==> src/rtl/nested_idx_pkg.sv <==
// rtl/nested_idx_pkg.sv - shared types and defaults for the nested index generator
//
// Contents:
//   state_t            : sweep FSM encoding (ST_IDLE, ST_RUN)
//   DEFAULT_SIZE_ADDR  : default index/bound width
package nested_idx_pkg;

  localparam int DEFAULT_SIZE_ADDR = 8;

  typedef enum logic {
    ST_IDLE = 1'b0,
    ST_RUN  = 1'b1
  } state_t;

endpackage

==> src/rtl/nested_index_gen_wrap_counter.sv <==
// rtl/nested_index_gen_wrap_counter.sv - loadable index counter with terminal-count compare
//
// Module wrap_counter: W-bit register, synchronous clear, increment that wraps to
// zero once the value has reached the supplied limit.
// Ports:
//   i_clk, i_rst_n : clock, asynchronous active-low reset
//   i_clr          : synchronous clear to zero (wins over i_inc)
//   i_inc          : advance by one, or wrap to zero when at the limit
//   i_limit        : terminal value (inclusive)
//   o_value        : current count
//   o_at_limit     : o_value == i_limit
module wrap_counter #(
  parameter int W = 8
) (
  input  logic         i_clk,
  input  logic         i_rst_n,
  input  logic         i_clr,
  input  logic         i_inc,
  input  logic [W-1:0] i_limit,
  output logic [W-1:0] o_value,
  output logic         o_at_limit
);

  logic [W-1:0] r_value;

  always_ff @(posedge i_clk or negedge i_rst_n) begin
    if (!i_rst_n) begin
      r_value <= '0;
    end else if (i_clr) begin
      r_value <= '0;
    end else if (i_inc) begin
      r_value <= o_at_limit ? '0 : r_value + 1'b1;
    end
  end

  assign o_value    = r_value;
  assign o_at_limit = (r_value == i_limit);

endmodule

==> src/rtl/nested_index_gen.sv <==
// rtl/nested_index_gen.sv - two-level (row, column) loop index generator
//
// Sweeps (i, j) over an R x C grid in row-major order, one pair per consumed cycle.
// Optional build macro: NESTED_IDX_TRIANGULAR_EN (lower triangle j = 0..i, R only).
// Ports:
//   i_clk, i_rst_n           : clock, asynchronous active-low reset
//   i_start                  : start/restart a sweep, latches bounds (wins over i_en)
//   i_en                     : consumer accepts the current pair
//   i_num_rows, i_num_cols   : bounds R, C, sampled only with i_start
//   o_valid                  : current pair valid (FSM in RUN)
//   o_step                   : o_valid & i_en & ~i_start, index advances on this edge
//   o_row_i, o_col_j         : current indices
//   o_row_last               : current column is the last of its row (qualified by o_valid)
//   o_busy                   : FSM in RUN
//   o_done                   : registered one-cycle pulse after the last pair is consumed
module nested_index_gen
  import nested_idx_pkg::*;
#(
  parameter int SIZE_ADDR = DEFAULT_SIZE_ADDR
) (
  input  logic                 i_clk,
  input  logic                 i_rst_n,
  input  logic                 i_start,
  input  logic                 i_en,
  input  logic [SIZE_ADDR-1:0] i_num_rows,
  input  logic [SIZE_ADDR-1:0] i_num_cols,
  output logic                 o_valid,
  output logic                 o_step,
  output logic [SIZE_ADDR-1:0] o_row_i,
  output logic [SIZE_ADDR-1:0] o_col_j,
  output logic                 o_row_last,
  output logic                 o_busy,
  output logic                 o_done
);

  state_t               r_state;
  state_t               w_state_next;
  logic                 r_done;
  logic                 w_done_next;
  logic [SIZE_ADDR-1:0] r_last_row;
  logic [SIZE_ADDR-1:0] w_col_limit;
  logic                 w_zero_size;
  logic                 w_row_at_limit;
  logic                 w_col_at_limit;
  logic                 w_last_elem;
  logic                 w_col_inc;
  logic                 w_row_inc;

`ifdef NESTED_IDX_TRIANGULAR_EN
  // Inner bound follows the row index, so the column count input plays no part.
  assign w_zero_size = (i_num_rows == '0);
  assign w_col_limit = o_row_i;
`else
  logic [SIZE_ADDR-1:0] r_last_col;

  assign w_zero_size = (i_num_rows == '0) || (i_num_cols == '0);
  assign w_col_limit = r_last_col;

  always_ff @(posedge i_clk or negedge i_rst_n) begin
    if (!i_rst_n) begin
      r_last_col <= '0;
    end else if (i_start && !w_zero_size) begin
      r_last_col <= i_num_cols - 1'b1;
    end
  end
`endif

  // Bounds are stored as R-1 / C-1 so the counters never need a value of R or C,
  // which keeps the maximum bound within SIZE_ADDR bits.
  always_ff @(posedge i_clk or negedge i_rst_n) begin
    if (!i_rst_n) begin
      r_last_row <= '0;
    end else if (i_start && !w_zero_size) begin
      r_last_row <= i_num_rows - 1'b1;
    end
  end

  assign o_valid     = (r_state == ST_RUN);
  assign o_busy      = (r_state == ST_RUN);
  assign o_step      = o_valid & i_en & ~i_start;
  assign o_row_last  = o_valid & w_col_at_limit;
  assign w_last_elem = w_col_at_limit & w_row_at_limit;

  // On the final pair both counters hold so the indices stay put after completion.
  assign w_col_inc = o_step & ~w_last_elem;
  assign w_row_inc = o_step & w_col_at_limit & ~w_row_at_limit;

  wrap_counter #(.W(SIZE_ADDR)) u_col_cnt (
    .i_clk      (i_clk),
    .i_rst_n    (i_rst_n),
    .i_clr      (i_start),
    .i_inc      (w_col_inc),
    .i_limit    (w_col_limit),
    .o_value    (o_col_j),
    .o_at_limit (w_col_at_limit)
  );

  wrap_counter #(.W(SIZE_ADDR)) u_row_cnt (
    .i_clk      (i_clk),
    .i_rst_n    (i_rst_n),
    .i_clr      (i_start),
    .i_inc      (w_row_inc),
    .i_limit    (r_last_row),
    .o_value    (o_row_i),
    .o_at_limit (w_row_at_limit)
  );

  always_ff @(posedge i_clk or negedge i_rst_n) begin
    if (!i_rst_n) begin
      r_state <= ST_IDLE;
      r_done  <= 1'b0;
    end else begin
      r_state <= w_state_next;
      r_done  <= w_done_next;
    end
  end

  // A zero-sized start completes immediately; a restart in RUN never reports
  // completion for the sweep it abandons.
  always_comb begin
    w_state_next = r_state;
    w_done_next  = 1'b0;
    if (i_start) begin
      if (w_zero_size) begin
        w_state_next = ST_IDLE;
        w_done_next  = 1'b1;
      end else begin
        w_state_next = ST_RUN;
      end
    end else if (r_state == ST_RUN && o_step && w_last_elem) begin
      w_state_next = ST_IDLE;
      w_done_next  = 1'b1;
    end
  end

  assign o_done = r_done;

endmodule

==> config.mk <==
export PLATFORM = sky130hd
export DESIGN_NAME = nested_index_gen
export DESIGN_NICKNAME = d
export VERILOG_FILES = /design/src/rtl/nested_idx_pkg.sv /design/src/rtl/nested_index_gen_wrap_counter.sv /design/src/rtl/nested_index_gen.sv
export SDC_FILE = /design/constraint.sdc
export NUM_CORES = 1
export LEC_CHECK = 0
export ABC_AREA = 1
export BUFFER_PORTS_ARGS = -buffer_cell sky130_fd_sc_hd__buf_2
export CAP_MARGIN = 20
export CELL_PAD_IN_SITES_DETAIL_PLACEMENT = 1
export CELL_PAD_IN_SITES_GLOBAL_PLACEMENT = 2
export CORE_ASPECT_RATIO = 1.2
export CORE_MARGIN = 5
export CORE_UTILIZATION = 30
export CTS_BUF_LIST = sky130_fd_sc_hd__clkbuf_8 sky130_fd_sc_hd__clkbuf_16
export DETAILED_ROUTE_END_ITERATION = 10
export PLACE_DENSITY = 0.83
export RECOVER_POWER = 100
export SKIP_LAST_GASP = 1
export SYNTH_ARGS = -nofsm -noshare
export SYNTH_HDL_FRONTEND = slang
export SYNTH_SLANG_ARGS = --single-unit
==> constraint.sdc <==
create_clock -name i_clk -period 1.72 [get_ports i_clk]
set_input_delay 0.172 -clock i_clk [delete_from_list [all_inputs] [get_ports i_clk]]
set_output_delay 0.172 -clock i_clk [all_outputs]
set_load 0.05 [all_outputs]
==> qor.yml <==
placed_design:
  pre_cts_slack_ps: 38.9
  postPlaceCellArea_um2: 2740
  io_buffer_count: 40
  dp.final_hpwl_um: 5300
  place_inst: 465
  place.gp.congestion: 0.769
timing:
  fmax_mhz: 598
  setup_slack_ps: 48.2
  finClkSkew_ps: 4.41
  timing.final.max_slew_violations: 0
  post-route-period-util: 0.972
  finalCriticalPeriod_ps: 1670
  finalSetupViolCount: 0
  slew_headroom: 0.407
  rsz0062_at_grt: "yes"
  finalHoldViolations: 0
  finalSetupTns_ps: 0
  tightest_slew_ps: 890
  hold_ws_ps: 165
cts:
  numCtsBuffers: 5
  htreeDepth: 2
  ctsLongestPathBuffers: 2
  clk_latency_ps: 290
  clock-sinks: 34
  cts_root_buf: "clkbuf_8"
  cts_tree: "done"
  clkTransAtPathRegs_ps: 70
layout:
  fill_cells: 988
  fin_area_um2: 2900
  regArea_um2: 862
  fin_util: 0.377
  fin_nets: 414
  final_cells: 481
  syn_to_final_growth_pct: 22.3
  multiInputGateArea_um2: 1310
  drive_gt1_frac: 0.252
  antenna_cells: 0
routing:
  via_per_inst: 4.72
  totalWireLength_um: 6750
  wl_per_cell_um: 14.0
  drt_iter0_markers: 63
  vias: 2270
  drtPass1Iterations: 4
  drcViolationCount: 0
  drtAntennaViolNets: 0
floorplan:
  dieArea_um2: 9800
  start_util: 0.308
  die_w_um: 91.2
  core_area_um2: 7710
  num_rows: 35
  die_h_um: 107
  num_io_pins: 41
grt:
  grt_max_degree: 29
  antenna_found_initial: 0
  grt_use_total: 0.144
  grt_overflow: 0
  grt_pass1_wl_um: 11300
  grt_pass1_vias: 2435
worst_setup_path:
  startpoint_type: "flip-flop"
  cp-end-kind: "primary output"
  r2r_slack_ps: 70
  arrival_ps: 1500
  cp_max_fo: 7
  crit_chain: "inv_2 -> nand2_1 -> nand2_1 -> nor2_2 -> nand2_2 -> nor2_8 -> inv_2 -> nor2_4 -> buf_8"
  r2r_end: "u_col_cnt.o_value[6]$_DFFE_PN0P_"
  critPathKind: "reg2out"
  cp_slowest_cell: "dfrtp_2"
  worstPathRequired_ps: 1550
  crit_path_max_incr_delay_ps: 440
  crit_family: "simple AND/OR/NAND/NOR gates"
  timing.rr.start: "u_col_cnt.o_value[0]$_DFFE_PN0P_"
  r2r_cells: 8
  path_buf_inv: 3
synth:
  synth_area_um2: 2370
  syn_inst: 329
  synth_fp_nets: 355
  ys_ff_latch: 34
  ys_warn_count: 0
  synthDistinctLibCells: 28
  avgSynthCellArea_um2: 7.22
  ys_seq_area_frac: 0.358
pwr:
  total_power_mw: 1.92
  peakVddDrop_mv: 0.294
  p_leak_nw: 1.60
  power_per_cell_area_nw_per_um2: 660
run:
  maxCapViolCount: 0
worst_hold_path:
  hp-start: "i_num_rows[7]"
  hold_path_class: "in2reg"
  min_to: "r_last_row[7]$_DFFE_PN0P_"
  hold_depth: 4
run_status:
  status: "finished clean"
## state kept, by name (all words and copies together) (netlist names)
name	cells
u_col_cnt.o_value	8
r_last_row	8
o_busy	1
r_last_col	8
o_done	1
u_row_cnt.o_value	8
## area by class of cell
type / count / area share
timing repair buffer: 58 / 0.116
tap: 92 / 0.0396
clock buffer: 6 / 0.0284
multi-input combinational: 240 / 0.452
inverter: 49 / 0.0633
sequential: 34 / 0.297
clock inverter: 2 / 0.00302
## logic make-up after synthesis
logic type | count (synthesis) | share of synthesized area
and+or+nand+nor | 195 | 0.398
buffers and inverters | 55 | 0.0948
DFF | 34 | 0.358
xor gates and xnor gates | 22 | 0.0811
AOI/OAI and AO/OA | 17 | 0.0358
adders and majority gates | 6 | 0.0316
## metal layers
metal / routed length, um / global-route usage
met5: 0 / 0
met2: 3810 / 0.278
met4: 49 / 0.0314
met1: 2680 / 0.158
met3: 216 / 0.0329
## synthesized netlist by cell type
cell type  count  area [um^2]
buf_2          3         15.0
buf_4          2         15.0
buf_6          1         11.3
clkinv_1       1         3.75
dfrtp_1       34          851
ha_1           6         75.1
inv_1         44          165
inv_2          4         15.0
nand2_1      109          409
nand2_2        5         31.3
nand2_4        4         45.0
nand3_1       28          140
nand3_2        1         10.0
nand3_4        1         17.5
nand3b_1       3         22.5
nand4_1        5         31.3
nor2_1        22         82.6
nor2_2         2         12.5
nor2_4         5         56.3
nor2_8         2         40.0
nor3_1         4         20.0
nor3b_1        2         15.0
o21ai_0        3         15.0
o21ai_1       14         70.1
or2_1          1         6.26
or2_2          1         6.26
xnor2_1        5         43.8
xor2_1        17          149
## worst max path at each step
stage | from | end | slack, ps | cells after the start
after global routing | u_col_cnt.o_value[1]$_DFFE_PN0P_ | o_row_last | -60 | 10
after global placement | i_num_rows[0] | r_last_row[1]$_DFFE_PN0P_ | 120 | 10
final | u_col_cnt.o_value[5]$_DFFE_PN0P_ | o_row_last | 50 | 9
after CTS | u_col_cnt.o_value[0]$_DFFE_PN0P_ | o_row_last | 2 | 10
after detailed placement | i_num_rows[0] | r_last_row[1]$_DFFE_PN0P_ | 40 | 10
after floorplan | u_col_cnt.o_value[5]$_DFFE_PN0P_ | o_row_last | -30 | 8
## worst min-delay path: stages
cell	delay, ps
buf_2	100
xor2_1	60
nand2_1	50
nand2_1	40
## placed cells by master (no fill, tap or decap), types with 2 or more instances in the layout
cell and instances:
nand2_1 109, inv_1 43, buf_2 35, nand3_1 28, dfrtp_1 25, nor2_1 20, xor2_1 17, buf_4 15
o21ai_1 14, dfrtp_2 9, nor2_4 7, inv_2 6, ha_1 6, clkbuf_8 6, nand2_2 5, nand4_1 5
xnor2_1 5, nand2_4 4, nor3_1 4, clkbuf_1 4, nand3b_1 3, o21ai_0 3, nor2_2 2, nor2_8 2
nor3b_1 2, clkbuf_2 2
## where the power goes
part           switching [mW]  internal [mW]
clock                   0.310          0.317
sequential             0.0366          0.847
combinational           0.267          0.139
total                   0.614           1.30
## what timing repair did
item	CTS	global route
setup endpoints to repair	1	1
setup buffers	5	2
hold endpoints to repair	12	0
resized for setup	6	4
pin swaps	1	0
hold buffers	1	0
Note: power is estimated with default switching activity, not from simulation.
